===== config.mk =====
export PLATFORM = sky130hd
export DESIGN_NAME = button_debounce_sync_flat
export DESIGN_NICKNAME = d
export VERILOG_FILES = /design/src/rtl/tt_input_pkg.sv /design/src/rtl/button_debounce_sync_if.sv /design/src/rtl/debounce_bit.sv /design/src/rtl/button_debounce_sync.sv /design/src/flat_wrapper.sv
export SDC_FILE = /design/constraint.sdc
export NUM_CORES = 1
export LEC_CHECK = 0
export ABC_CLOCK_PERIOD_IN_PS = 3600
export CAP_MARGIN = 20
export CELL_PAD_IN_SITES_DETAIL_PLACEMENT = 0
export CELL_PAD_IN_SITES_GLOBAL_PLACEMENT = 1
export CORE_MARGIN = 4
export CORE_UTILIZATION = 51
export CTS_CLUSTER_DIAMETER = 120
export DETAILED_ROUTE_END_ITERATION = 7
export GPL_TIMING_DRIVEN = 1
export PLACE_DENSITY = 0.95
export SLEW_MARGIN = 0
export SYNTH_ARGS = -nofsm -noshare
export SYNTH_HDL_FRONTEND = slang
export SYNTH_HIERARCHICAL = 1
export SYNTH_SLANG_ARGS = --single-unit

===== constraint.sdc =====
create_clock -name clk -period 3.6 [get_ports clk]
set_clock_uncertainty 0.05 [all_clocks]
set_input_delay 0.54 -clock clk [delete_from_list [all_inputs] [get_ports clk]]
set_output_delay 0.54 -clock clk [all_outputs]
set_load 0.005 [all_outputs]

===== src/rtl/tt_input_pkg.sv =====
// Shared constants and helpers for the input conditioning stages.
// Holds the default button count, synchroniser depth and debounce length.
package tt_input_pkg;

    localparam int DEF_BUTTON_WIDTH    = 4;
    localparam int DEF_SYNC_STAGES     = 2;
    localparam int DEF_DEBOUNCE_CYCLES = 50000;

    // Wide enough to hold 0 .. n inclusive.
    function automatic int cnt_width(input int n);
        return $clog2(n + 1);
    endfunction

endpackage


===== src/rtl/button_debounce_sync_if.sv =====
// Button bus between the pads and the debounce stage.
// Carries the enable and raw pins in, and the conditioned levels and pulses out.
interface button_debounce_sync_if #(
    parameter int WIDTH = 4
);

    logic             ena;
    logic [WIDTH-1:0] raw_n;
    logic [WIDTH-1:0] level;
    logic [WIDTH-1:0] rise;
    logic [WIDTH-1:0] fall;
    logic             any_change;

    modport master (
        output ena,
        output raw_n,
        input  level,
        input  rise,
        input  fall,
        input  any_change
    );

    modport slave (
        input  ena,
        input  raw_n,
        output level,
        output rise,
        output fall,
        output any_change
    );

endinterface


===== src/rtl/debounce_bit.sv =====
// Single-button conditioner: synchroniser, debounce counter, level and edge pulses.
// The raw pin is active-low; level/rise/fall are active-high.
module debounce_bit
    import tt_input_pkg::*;
#(
    parameter int SYNC_STAGES     = DEF_SYNC_STAGES,
    parameter int DEBOUNCE_CYCLES = DEF_DEBOUNCE_CYCLES
) (
    input  logic clk,
    input  logic rst_n,
    input  logic ena_i,
    input  logic raw_n_i,
    output logic level_o,
    output logic rise_o,
    output logic fall_o
);

    localparam int CW = cnt_width(DEBOUNCE_CYCLES);
    localparam logic [CW-1:0] LAST = CW'(DEBOUNCE_CYCLES - 1);

    logic [SYNC_STAGES-1:0] sync_q, sync_d;
    logic [CW-1:0]          cnt_q, cnt_d;
    logic                   level_q, level_d;
    logic                   rise_q, rise_d;
    logic                   fall_q, fall_d;
    logic                   sample;

    assign sync_d = {sync_q[SYNC_STAGES-2:0], raw_n_i};
    assign sample = ~sync_q[SYNC_STAGES-1];

    // Level flips only after DEBOUNCE_CYCLES enabled cycles of disagreement.
    always_comb begin
        cnt_d   = cnt_q;
        level_d = level_q;
        rise_d  = 1'b0;
        fall_d  = 1'b0;
        if (ena_i) begin
            if (sample == level_q) begin
                cnt_d = '0;
            end else if (cnt_q == LAST) begin
                cnt_d   = '0;
                level_d = sample;
                rise_d  = sample;
                fall_d  = ~sample;
            end else begin
                cnt_d = cnt_q + CW'(1);
            end
        end
    end

    always_ff @(posedge clk or negedge rst_n) begin
        if (!rst_n) begin
            sync_q  <= '1;
            cnt_q   <= '0;
            level_q <= 1'b0;
            rise_q  <= 1'b0;
            fall_q  <= 1'b0;
        end else begin
            sync_q  <= sync_d;
            cnt_q   <= cnt_d;
            level_q <= level_d;
            rise_q  <= rise_d;
            fall_q  <= fall_d;
        end
    end

    assign level_o = level_q;
    assign rise_o  = rise_q;
    assign fall_o  = fall_q;

endmodule


===== src/rtl/button_debounce_sync.sv =====
// Conditions the four active-low push-buttons into clean levels and pulses.
// Each bit is handled by an independent debounce_bit instance.
module button_debounce_sync
    import tt_input_pkg::*;
#(
    parameter int WIDTH           = DEF_BUTTON_WIDTH,
    parameter int SYNC_STAGES     = DEF_SYNC_STAGES,
    parameter int DEBOUNCE_CYCLES = DEF_DEBOUNCE_CYCLES
) (
    input  logic                  clk,
    input  logic                  rst_n,
    button_debounce_sync_if.slave bus
);

    logic [WIDTH-1:0] level_w;
    logic [WIDTH-1:0] rise_w;
    logic [WIDTH-1:0] fall_w;

    for (genvar i = 0; i < WIDTH; i++) begin : g_bit
        debounce_bit #(
            .SYNC_STAGES     (SYNC_STAGES),
            .DEBOUNCE_CYCLES (DEBOUNCE_CYCLES)
        ) u_bit (
            .clk     (clk),
            .rst_n   (rst_n),
            .ena_i   (bus.ena),
            .raw_n_i (bus.raw_n[i]),
            .level_o (level_w[i]),
            .rise_o  (rise_w[i]),
            .fall_o  (fall_w[i])
        );
    end

    assign bus.level      = level_w;
    assign bus.rise       = rise_w;
    assign bus.fall       = fall_w;
    assign bus.any_change = |(rise_w | fall_w);

endmodule


===== src/flat_wrapper.sv =====
// flat-port wrapper written by rule: the top's interface ports become plain ports
module button_debounce_sync_flat import tt_input_pkg::*;
#(
    parameter int WIDTH           = DEF_BUTTON_WIDTH,
    parameter int SYNC_STAGES     = DEF_SYNC_STAGES,
    parameter int DEBOUNCE_CYCLES = DEF_DEBOUNCE_CYCLES
)
  (clk, rst_n, bus_ena, bus_raw_n, bus_level, bus_rise, bus_fall, bus_any_change);
  button_debounce_sync_if #(.WIDTH(WIDTH)) bus_i ();
  input  logic clk;
  input  logic rst_n;
  input wire logic [$bits(bus_i.ena)-1:0] bus_ena;
  input wire logic [$bits(bus_i.raw_n)-1:0] bus_raw_n;
  output wire logic [$bits(bus_i.level)-1:0] bus_level;
  output wire logic [$bits(bus_i.rise)-1:0] bus_rise;
  output wire logic [$bits(bus_i.fall)-1:0] bus_fall;
  output wire logic [$bits(bus_i.any_change)-1:0] bus_any_change;
  assign bus_i.ena = bus_ena;
  assign bus_i.raw_n = bus_raw_n;
  assign bus_level = bus_i.level;
  assign bus_rise = bus_i.rise;
  assign bus_fall = bus_i.fall;
  assign bus_any_change = bus_i.any_change;
  button_debounce_sync #(.WIDTH(WIDTH), .SYNC_STAGES(SYNC_STAGES), .DEBOUNCE_CYCLES(DEBOUNCE_CYCLES)) u_core (.clk(clk), .rst_n(rst_n), .bus(bus_i));
endmodule

==> impl_metrics.csv, run 1 <==
group,metric,value,unit
pwr,power,0.00184,W
synthesis,yosysWarnings,6,
sta,fmax,0.403,GHz
placed_design,gp_congestion,0.848,
critical_path,crit_type,"reg2out",
sta,hold_viol,0,
layout,nets,512,
critical_path,worstPathArrival,1.89,ns
synthesis,synth_fa_ha_area_share,1.09,%
synthesis,syn_area,4610,sq um
floorplanning,core_area,8760,sq um
synthesis,syn_inst,483,
synthesis,synthTopCellsByArea,"dfrtp_1 41%, dfstp_2 4.6%, o2bb2ai_1 4.6%",
clock_tree,clk_path_buf_depth,2,
hold_path,worstHoldStart,"u_core/g_bit[1].u_bit/sync_q[0]",
critical_path,r2r-start,"u_core/g_bit[0].u_bit/cnt_q[0]",
critical_path,crit_required,3.01,ns
clock_tree,ctsRootBufferMaster,"clkbuf_8",
detailed_routing,post_drt_via_cell_ratio,6.52,
synthesis,yosysSeqAreaShare,45.9,%
detailed_routing,routed_wl,10.6,mm
synthesis,muxShareOfSynthArea,1.74,%
hold_path,hp-class,"reg2reg",
synthesis,synth_top_area_share,41.3,%
critical_path,end_kind,"primary output",
layout,syn_to_final_growth,10.6,%
pwr,leakage,1.98,nW
status,status,"complete, no violations",
sta,finalCritPeriodShare,68.9,%
critical_path,critPathLaunchType,"flop",
synthesis,yosys.area.top_type,"dfrtp_1",
detailed_routing,drt_iter0_drc,201,
synthesis,syn_nets,494,
clock_tree,ctsResizeCount,0,
clock_tree,clk_latency,0.36,ns
flow_run,drv_cap,0,
layout,layout-drive-gt1-share,7.11,%
pwr,vdd_drop_max,0.000266,V
sta,rsz0062_at_grt,"false",
clock_tree,cts_setup_buffers,0,
critical_path,worstPathMaxFanout,2,
sta,fin_crit,2.48,ns
layout,final_core_util,58.1,%
layout,diodes,0,
synthesis,synth_seq_cells,84,
global_route,grt.overflow.total,0,
floorplanning,io_pins,20,
placed_design,detailedPlacementHpwl,7.09,mm
detailed_routing,drtAntennaViolNets,0,
synthesis,synth_xor_area_share,1.52,%
floorplanning,die_area,10600,sq um
sta,finalMaxSlewViolations,0,
synthesis,synth_area_per_cell,9.54,sq um
synthesis,synth_cell_type_count,30,
clock_tree,clock-sinks,84,
pwr,power.density,362,nW/um^2
detailed_routing,drc,0,
sta,setup_viol_count_final,0,
sta,worstMarginPinSlew,0.797,ns
global_route,grt_pass1_wl,17.4,mm
floorplanning,chipHeight,103,um
synthesis,synth_compound_area_share,18.7,%
clock_tree,cts_tree,"built",
global_route,antenna_found_initial,0,
synthesis,ys.flop_type,"dfrtp_1",
synthesis,synth-async-reset-ratio,100,%
sta,maxSlewHeadroom,46.7,%
critical_path,startpoint,"u_core/g_bit[0].u_bit/fall_o",
floorplanning,rows,34,
global_route,track_usage,20.7,%
clock_tree,clk_pin_slew,0.08,ns
floorplanning,start_util,52.6,%
global_route,grt_pass1_vias,3557,
clock_tree,htree_levels,3,
detailed_routing,detail_route.first_pass.iterations,5,
synthesis,yosys.area_share.simple,26.9,%
synthesis,synth_edf_count,0,
layout,num-fill-cells,761,
detailed_routing,num_vias,4003,
detailed_routing,post_drt_wl_per_cell,17.3,um
layout,final_area,5090,sq um
floorplanning,die_w,103,um
placed_design,place_area,4850,sq um
synthesis,synth_top_family_by_area,"simple AND/OR/NAND/NOR gates",
sta,tns,0,ns
global_route,grt_max_degree,85,
placed_design,portBuffers,19,
clock_tree,numCtsBuffers,9,
-- layout by cell type (no fill, tap or decap), drive strengths merged, types with 8 or more instances in the layout --
cell type,netlist,final
o22ai,12,12
and4b,8,8
a31oi,24,24
nor4,14,14
o2bb2ai,24,24
dfrtp,76,76
nand3,40,40
inv,28,28
nand2b,8,8
o31ai,20,20
nor3,24,24
a22o,20,20
nand4,28,28
nor2,28,28
mux2i,8,8
dfstp,8,8
clkdlybuf4s50,0,18
o21ai,20,20
and3,8,8
clkbuf,12,10
and4,12,12
nand2,37,37
-- stage by stage --
stage               hold slack, ns  std cells  worst slack (ns)
floorplan                    0.194        483              1.88
global placement             0.296        596              1.23
global route                 0.316        614              1.07
CTS                          0.311        612              1.05
finish                       0.310        614              1.12
detailed placement           0.297        596              1.18
-- worst max-delay path: stages, from the launching register on --
cell	delay (ns)
dfrtp_1	0.39
nor4_1	0.58
nand2_1	0.11
clkdlybuf4s50_1	0.46
-- power breakdown --
group	switching (W)	leakage, nW	internal [W]
Clock	0.000352	0.0983	0.000338
Combinational	0.0000878	0.749	0.0000527
Sequential	0.0000407	1.13	0.000974
-- logic make-up (layout without fill, tap and decap cells) --
kind of cell | count (synthesis) | after routing
AO/OA/AOI/OAI | 120 | 120
adder cells (fa/ha/maj) | 4 | 4
AND/OR/NAND/NOR | 215 | 215
buffers and inverters | 44 | 67
flip-flops | 84 | 84
XOR/XNOR | 8 | 8
multiplexers | 8 | 8
-- path summary, 6_finish.rpt --
kind                       slack (ns)  cells after the start                              end
max                              1.12                      3                   bus_any_change
min                              0.31                      0  u_core/g_bit[1].u_bit/sync_q[1]
max reg2reg                      1.51                      5   u_core/g_bit[0].u_bit/cnt_q[9]
min reg2reg                      0.31                      0  u_core/g_bit[1].u_bit/sync_q[1]
max in group asynchronous        2.32                      3  u_core/g_bit[1].u_bit/sync_q[0]
min in group asynchronous        0.54                      2  u_core/g_bit[3].u_bit/cnt_q[15]
-- what timing repair did --
item                                    4_1_cts  5_1_grt
endpoints found under the hold margin         0        7
hold buffers                                  0        1
endpoints found under the setup margin        0        0
-- synthesized netlist by cell type, types with 8 or more instances --
| cell type | n |
|---|---|
| nor2_1 | 28 |
| mux2i_1 | 8 |
| dfrtp_1 | 76 |
| and3_1 | 8 |
| o2bb2ai_1 | 24 |
| clkbuf_1 | 12 |
| nand2_1 | 37 |
| a31oi_1 | 24 |
| a22o_1 | 20 |
| inv_1 | 28 |
| o21ai_0 | 16 |
| o22ai_1 | 12 |
| dfstp_2 | 8 |
| and4_1 | 12 |
| nor4_1 | 14 |
| nand4_1 | 28 |
| o31ai_1 | 20 |
| nand2b_1 | 8 |
| nand3_1 | 40 |
| nor3_1 | 20 |
-- cell type report --
type / count / area (sq um) / share of cell area [%]
timing repair buffer: 23 / 240 / 4.72
inverter: 28 / 105 / 2.06
multi-input combinational: 355 / 2300 / 45.1
sequential: 84 / 2110 / 41.5
clock buffer: 10 / 138 / 2.70
tap: 108 / 135 / 2.65
clock inverter: 6 / 63.8 / 1.25
-- registers in the layout (all words and copies together), names as in the netlist --
name,count
u_core/g_bit.u_bit/fall_o,4
u_core/g_bit.u_bit/sync_q,8
u_core/g_bit.u_bit/rise_o,4
u_core/g_bit.u_bit/level_o,4
u_core/g_bit.u_bit/cnt_q,64
-- routing by layer --
metal | GRT usage (%) | wire length (um)
met1 | 29.9 | 4900
met2 | 30.9 | 5000
met3 | 2.98 | 540
met4 | 8.86 | 201
met5 | 0 | 0
Note: power is estimated with default switching activity, not from simulation.
==> run 2: changes to the inputs <==
Settings changed: ABC_CLOCK_PERIOD_IN_PS 3600 to 2150, CORE_UTILIZATION 51 to 43, PLACE_DENSITY 0.95 to 0.86.
Clock period 3.6 ns to 2.15 ns, I/O delays scaled along.
==> impl_metrics.csv, run 2 (synthesis results as in run 1) <==
group,metric,value,unit
status,status,"complete, no violations",
global_route,grt_pass1_vias,3892,
layout,seq_area,2110,sq um
detailed_routing,num_vias,3969,
critical_path,startpoint,"u_core/g_bit[3].u_bit/fall_o",
critical_path,max_stage_delay,0.46,ns
clock_tree,ctsRootBufferMaster,"clkbuf_8",
critical_path,worstPathMaxFanout,2,
floorplanning,start_util,44.4,%
critical_path,crit_type,"reg2out",
hold_path,hold_path_depth,0,
detailed_routing,detail_route.first_pass.iterations,4,
pwr,power.density,628,nW/um^2
layout,layout_commonest_cell,"dfrtp_1",
flow_run,drv_cap,0,
floorplanning,die_w,111,um
layout,reg.largest.list,"u_core/g_bit.u_bit/cnt_q: 64 flops, u_core/g_bit.u_bit/sync_q: 8 flops",
sta,fmax,0.495,GHz
global_route,grt_pass1_wl,18.7,mm
layout,layoutNonFillerInstCount,656,
clock_tree,numCtsBuffers,9,
placed_design,portBuffers,19,
sta,fin_crit,2.02,ns
critical_path,worstPathArrival,1.65,ns
pwr,leakage,2.06,nW
clock_tree,clock-sinks,84,
layout,syn_to_final_growth,14.4,%
sta,worstMarginPinSlew,0.723,ns
sta,hold_viol,0,
critical_path,critPathLaunchType,"flop",
clock_tree,clk_path_buf_depth,2,
clock_tree,htree_levels,3,
critical_path,cp_cell_sequence,"nor4_2, nand2_1, clkdlybuf4s50_1",
global_route,antenna_found_initial,0,
floorplanning,chipHeight,111,um
critical_path,r2r_cells,5,
placed_design,detailedPlacementHpwl,7.72,mm
layout,largest_reg_flops,64,
sta,finalMaxSlewViolations,0,
global_route,grt.overflow.total,0,
detailed_routing,routed_wl,10.9,mm
layout,layout-drive-gt1-share,9.62,%
critical_path,r2r-start,"u_core/g_bit[3].u_bit/cnt_q[0]",
layout,diodes,0,
layout,multiInputGateArea,2300,sq um
sta,finalCritPeriodShare,93.9,%
detailed_routing,post_drt_via_cell_ratio,6.05,
placed_design,place_inst,636,
detailed_routing,post_drt_wl_per_cell,16.7,um
layout,regMostFlops,"u_core/g_bit.u_bit/cnt_q",
critical_path,end_kind,"primary output",
clock_tree,cts_tree,"built",
hold_path,hp-class,"reg2reg",
sta,rsz0062_at_grt,"false",
sta,maxSlewHeadroom,51.4,%
detailed_routing,drtAntennaViolNets,0,
placed_design,gp_congestion,0.838,
layout,nets,526,
critical_path,slowest_stage,"clkdlybuf4s50_1",
detailed_routing,drc,0,
floorplanning,rows,37,
pwr,power,0.00331,W
clock_tree,clk_latency,0.35,ns
floorplanning,die_area,12400,sq um
sta,setup_viol_count_final,0,
sta,tns,0,ns
critical_path,crit_required,1.78,ns
global_route,grt_max_degree,44,
floorplanning,core_area,10400,sq um
hold_path,worstHoldStart,"u_core/g_bit[3].u_bit/sync_q[0]",
global_route,track_usage,18.0,%
clock_tree,clk_pin_slew,0.09,ns
pwr,vdd_drop_max,0.000324,V
layout,num-fill-cells,954,
floorplanning,io_pins,20,
detailed_routing,drt_iter0_drc,219,
layout,most-common-layout-cells,"76 x dfrtp_1, 40 x nand3_1, 37 x nand2_1",
==> run 2: final cells by class <==
type / count / area share (%)
clock inverters: 6 / 2.11
well taps: 136 / 3.23
inverters: 28 / 1.99
multi-input cells: 355 / 43.7
flip-flops and latches: 84 / 40.1
clock buffers: 10 / 2.42
repair buffers: 37 / 6.41
==> run 2: worst max-delay path, delay by kind of cell (launching register included) <==
| kind | cells | cell delay [ns] |
|---|---|---|
| buf+inv | 1 | 0.46 |
| flops | 1 | 0.40 |
| simple gates | 2 | 0.44 |
==> run 2: what timing repair did <==
action                                  CTS  global route
hold endpoints to repair                 35             0
endpoints found under the setup margin    0             7
hold buffers                              1             0
resized for setup                         0             1
buffers inserted                          0             3
==> run 2: where the power goes <==
group	leakage [nW]	internal [W]	total [W]	switching, W
logic	0.811	0.0000976	0.000248	0.000151
registers	1.13	0.00163	0.00170	0.0000658
clock network	0.117	0.000775	0.00137	0.000591
==> run 2: metal layers <==
metal / vias up / wire length [um] / global-route usage, %
li1: 1937 / - / -
met1: 1955 / 5390 / 25.1
met2: 63 / 4980 / 28.1
met3: 14 / 392 / 2.93
met4: 0 / 174 / 7.14
met5: - / 0 / 0
==> run 2: worst paths after layout <==
check | slack (ns) | to
max | 0.13 | bus_any_change
min | 0.31 | u_core/g_bit[3].u_bit/sync_q[1]
max reg2reg | 0.17 | u_core/g_bit[3].u_bit/cnt_q[6]
min reg2reg | 0.31 | u_core/g_bit[3].u_bit/sync_q[1]
max in group asynchronous | 0.89 | u_core/g_bit[0].u_bit/sync_q[1]
min in group asynchronous | 0.44 | u_core/g_bit[3].u_bit/cnt_q[13]
==> run 2: through the flow <==
stage          util (%)  cell area (sq um)  setup WS (ns)  hold WS, ns
2_1_floorplan         -               4610          0.433      -0.0231
3_3_place_gp       48.1               4990          0.227        0.296
3_5_place_dp       48.1               4990          0.187        0.299
4_1_cts            50.5               5240         0.0174        0.306
5_1_grt            50.8               5270         0.0172        0.306
6_report           50.8               5270          0.131        0.305
==> run 3: changes to the inputs <==
Settings changed: ABC_CLOCK_PERIOD_IN_PS 2150 to 1650, CAP_MARGIN 20 to not set, REMOVE_ABC_BUFFERS set to 1.
Clock period 2.15 ns to 1.65 ns, I/O delays scaled along.
==> impl_metrics.csv, run 3 (synthesis results as in run 1) <==
group,metric,value,unit
status,status,"complete, but fails checks",
status,violations,"setup timing",
critical_path,critPathLaunchType,"flop",
global_route,grt.overflow.total,0,
global_route,track_usage,21.1,%
placed_design,detailedPlacementHpwl,8.93,mm
sta,maxSlewHeadroom,66.3,%
layout,most-common-layout-cells,"109 x buf_4, 72 x dfrtp_1, 36 x nand3_1, 33 x nand2_1",
layout,layout_commonest_cell,"buf_4",
detailed_routing,post_drt_wl_per_cell,18.1,um
sta,finalMaxSlewViolations,0,
critical_path,worstPathMaxFanout,8,
layout,syn_to_final_growth,44.5,%
layout,seq_area,2120,sq um
layout,nets,634,
placed_design,post-place-ws,-0.194,ns
clock_tree,clock-sinks,84,
sta,fmax,0.584,GHz
detailed_routing,drtAntennaViolNets,0,
clock_tree,htree_levels,3,
pwr,leakage,2.81,nW
sta,finalCritPeriodShare,104,%
layout,reg.largest.list,"u_core/g_bit.u_bit/cnt_q: 64 flops, u_core/g_bit.u_bit/sync_q: 8 flops",
critical_path,max_stage_delay,0.41,ns
critical_path,crit_family,"simple AND/OR/NAND/NOR gates",
detailed_routing,drt_iter0_drc,246,
clock_tree,ctsRootBufferMaster,"clkbuf_8",
pwr,vdd_drop_max,0.000595,V
pwr,power.density,645,nW/um^2
floorplanning,core_area,10400,sq um
floorplanning,die_area,12400,sq um
floorplanning,die_w,111,um
floorplanning,chipHeight,111,um
global_route,grt_max_degree,40,
sta,worstMarginPinSlew,0.503,ns
critical_path,cp_cell_sequence,"nor4b_2, buf_4, and4_1, buf_6, nor3_4, buf_6, a22o_1",
global_route,grt-busiest-layer,"met2",
detailed_routing,routed_wl,13.8,mm
global_route,grt_pass1_vias,4473,
clock_tree,clk_path_buf_depth,2,
detailed_routing,detail_route.first_pass.iterations,6,
placed_design,place_inst,727,
critical_path,crit_type,"reg2reg",
floorplanning,rows,37,
detailed_routing,num_vias,4626,
clock_tree,numCtsBuffers,9,
sta,worst_slack,-0.0617,ns
floorplanning,start_util,44.4,%
layout,layout-drive-gt1-share,37.6,%
placed_design,portBuffers,19,
global_route,met3_usage,4.73,%
layout,regMostFlops,"u_core/g_bit.u_bit/cnt_q",
floorplanning,io_pins,20,
detailed_routing,drc,0,
detailed_routing,post_drt_via_cell_ratio,6.05,
layout,largest_reg_flops,64,
sta,fin_crit,1.71,ns
critical_path,worstPathArrival,1.92,ns
global_route,antenna_found_initial,0,
hold_path,hp-class,"in2reg",
clock_tree,clk_pin_slew,0.09,ns
critical_path,crit_required,1.86,ns
global_route,grt.met2_usage,36.1,%
sta,rsz0062_at_grt,"true",
sta,hold_viol,0,
critical_path,critPathBufInv,3,
flow_run,drv_cap,0,
clock_tree,clk_latency,0.37,ns
critical_path,slowest_stage,"dfrtp_1",
clock_tree,cts_tree,"built",
pwr,power,0.00430,W
sta,tns,-0.620,ns
layout,layoutNonFillerInstCount,764,
layout,diodes,0,
sta,setup_viol_count_final,20,
layout,num-fill-cells,830,
layout,multiInputGateArea,2820,sq um
critical_path,end_kind,"flop",
global_route,grt_pass1_wl,21.7,mm
placed_design,gp_congestion,0.877,
critical_path,crit_top_cell,"buf_6",
global_route,grtUsageMet1,26.8,%
-- run 3: repair_timing --
item,in CTS,in global routing
setup endpoints to repair,60,71
pin swaps,21,39
hold buffers,1,0
gates resized for setup,42,78
setup buffers,12,9
hold endpoints to repair,20,0
-- run 3: per-stage QoR --
step                cell area [sq um]  util, %  hold WS (ns)
detailed placement               5700     55.0         0.137
finish                           6660     64.2         0.218
global route                     6660     64.2         0.208
CTS                              6160     59.4         0.210
global placement                 5700     55.0         0.133
floorplan                        4520        -       -0.0981
-- run 3: final timing paths --
check                      depth (start not counted)  slack [ns]                            start                               to
hold reg to reg                                    0        0.31  u_core/g_bit[2].u_bit/sync_q[0]  u_core/g_bit[2].u_bit/sync_q[1]
hold / removal                                     1        0.22                     bus_raw_n[3]  u_core/g_bit[3].u_bit/sync_q[0]
setup / recovery                                   7       -0.06  u_core/g_bit[0].u_bit/cnt_q[11]   u_core/g_bit[0].u_bit/cnt_q[6]
setup reg to reg                                   7       -0.06  u_core/g_bit[0].u_bit/cnt_q[11]   u_core/g_bit[0].u_bit/cnt_q[6]
max in group asynchronous                          3        0.68                            rst_n  u_core/g_bit[2].u_bit/sync_q[1]
min in group asynchronous                          2        0.27                            rst_n  u_core/g_bit[1].u_bit/cnt_q[14]
-- run 3: area by class of cell --
class / instances / share of cell area, %
multi-input cells: 355 / 42.3
inverters: 28 / 1.58
well taps: 136 / 2.56
clock buffers: 12 / 2.33
flip-flops and latches: 84 / 31.8
clock inverters: 4 / 0.714
repair buffers: 145 / 18.7
-- run 3: report_power, final --
group	internal [W]	total (W)	switching (W)
Sequential	0.00212	0.00217	0.0000475
Clock	0.000778	0.00155	0.000770
Combinational	0.000263	0.000574	0.000311
-- run 3: layer usage --
metal	wire length (um)	share of wire [%]
met1	5680	41
met2	7270	53
met3	645	4.7
met4	206	1.5
met5	0	0
-- run 3: worst reg2reg max path, delay by kind of cell (launching register included) --
kind	cells	cell delay, ns
AOI/OAI and AO/OA	1	0.21
buffers and inverters	3	0.43
DFF	1	0.41
and+or+nand+nor	3	0.50
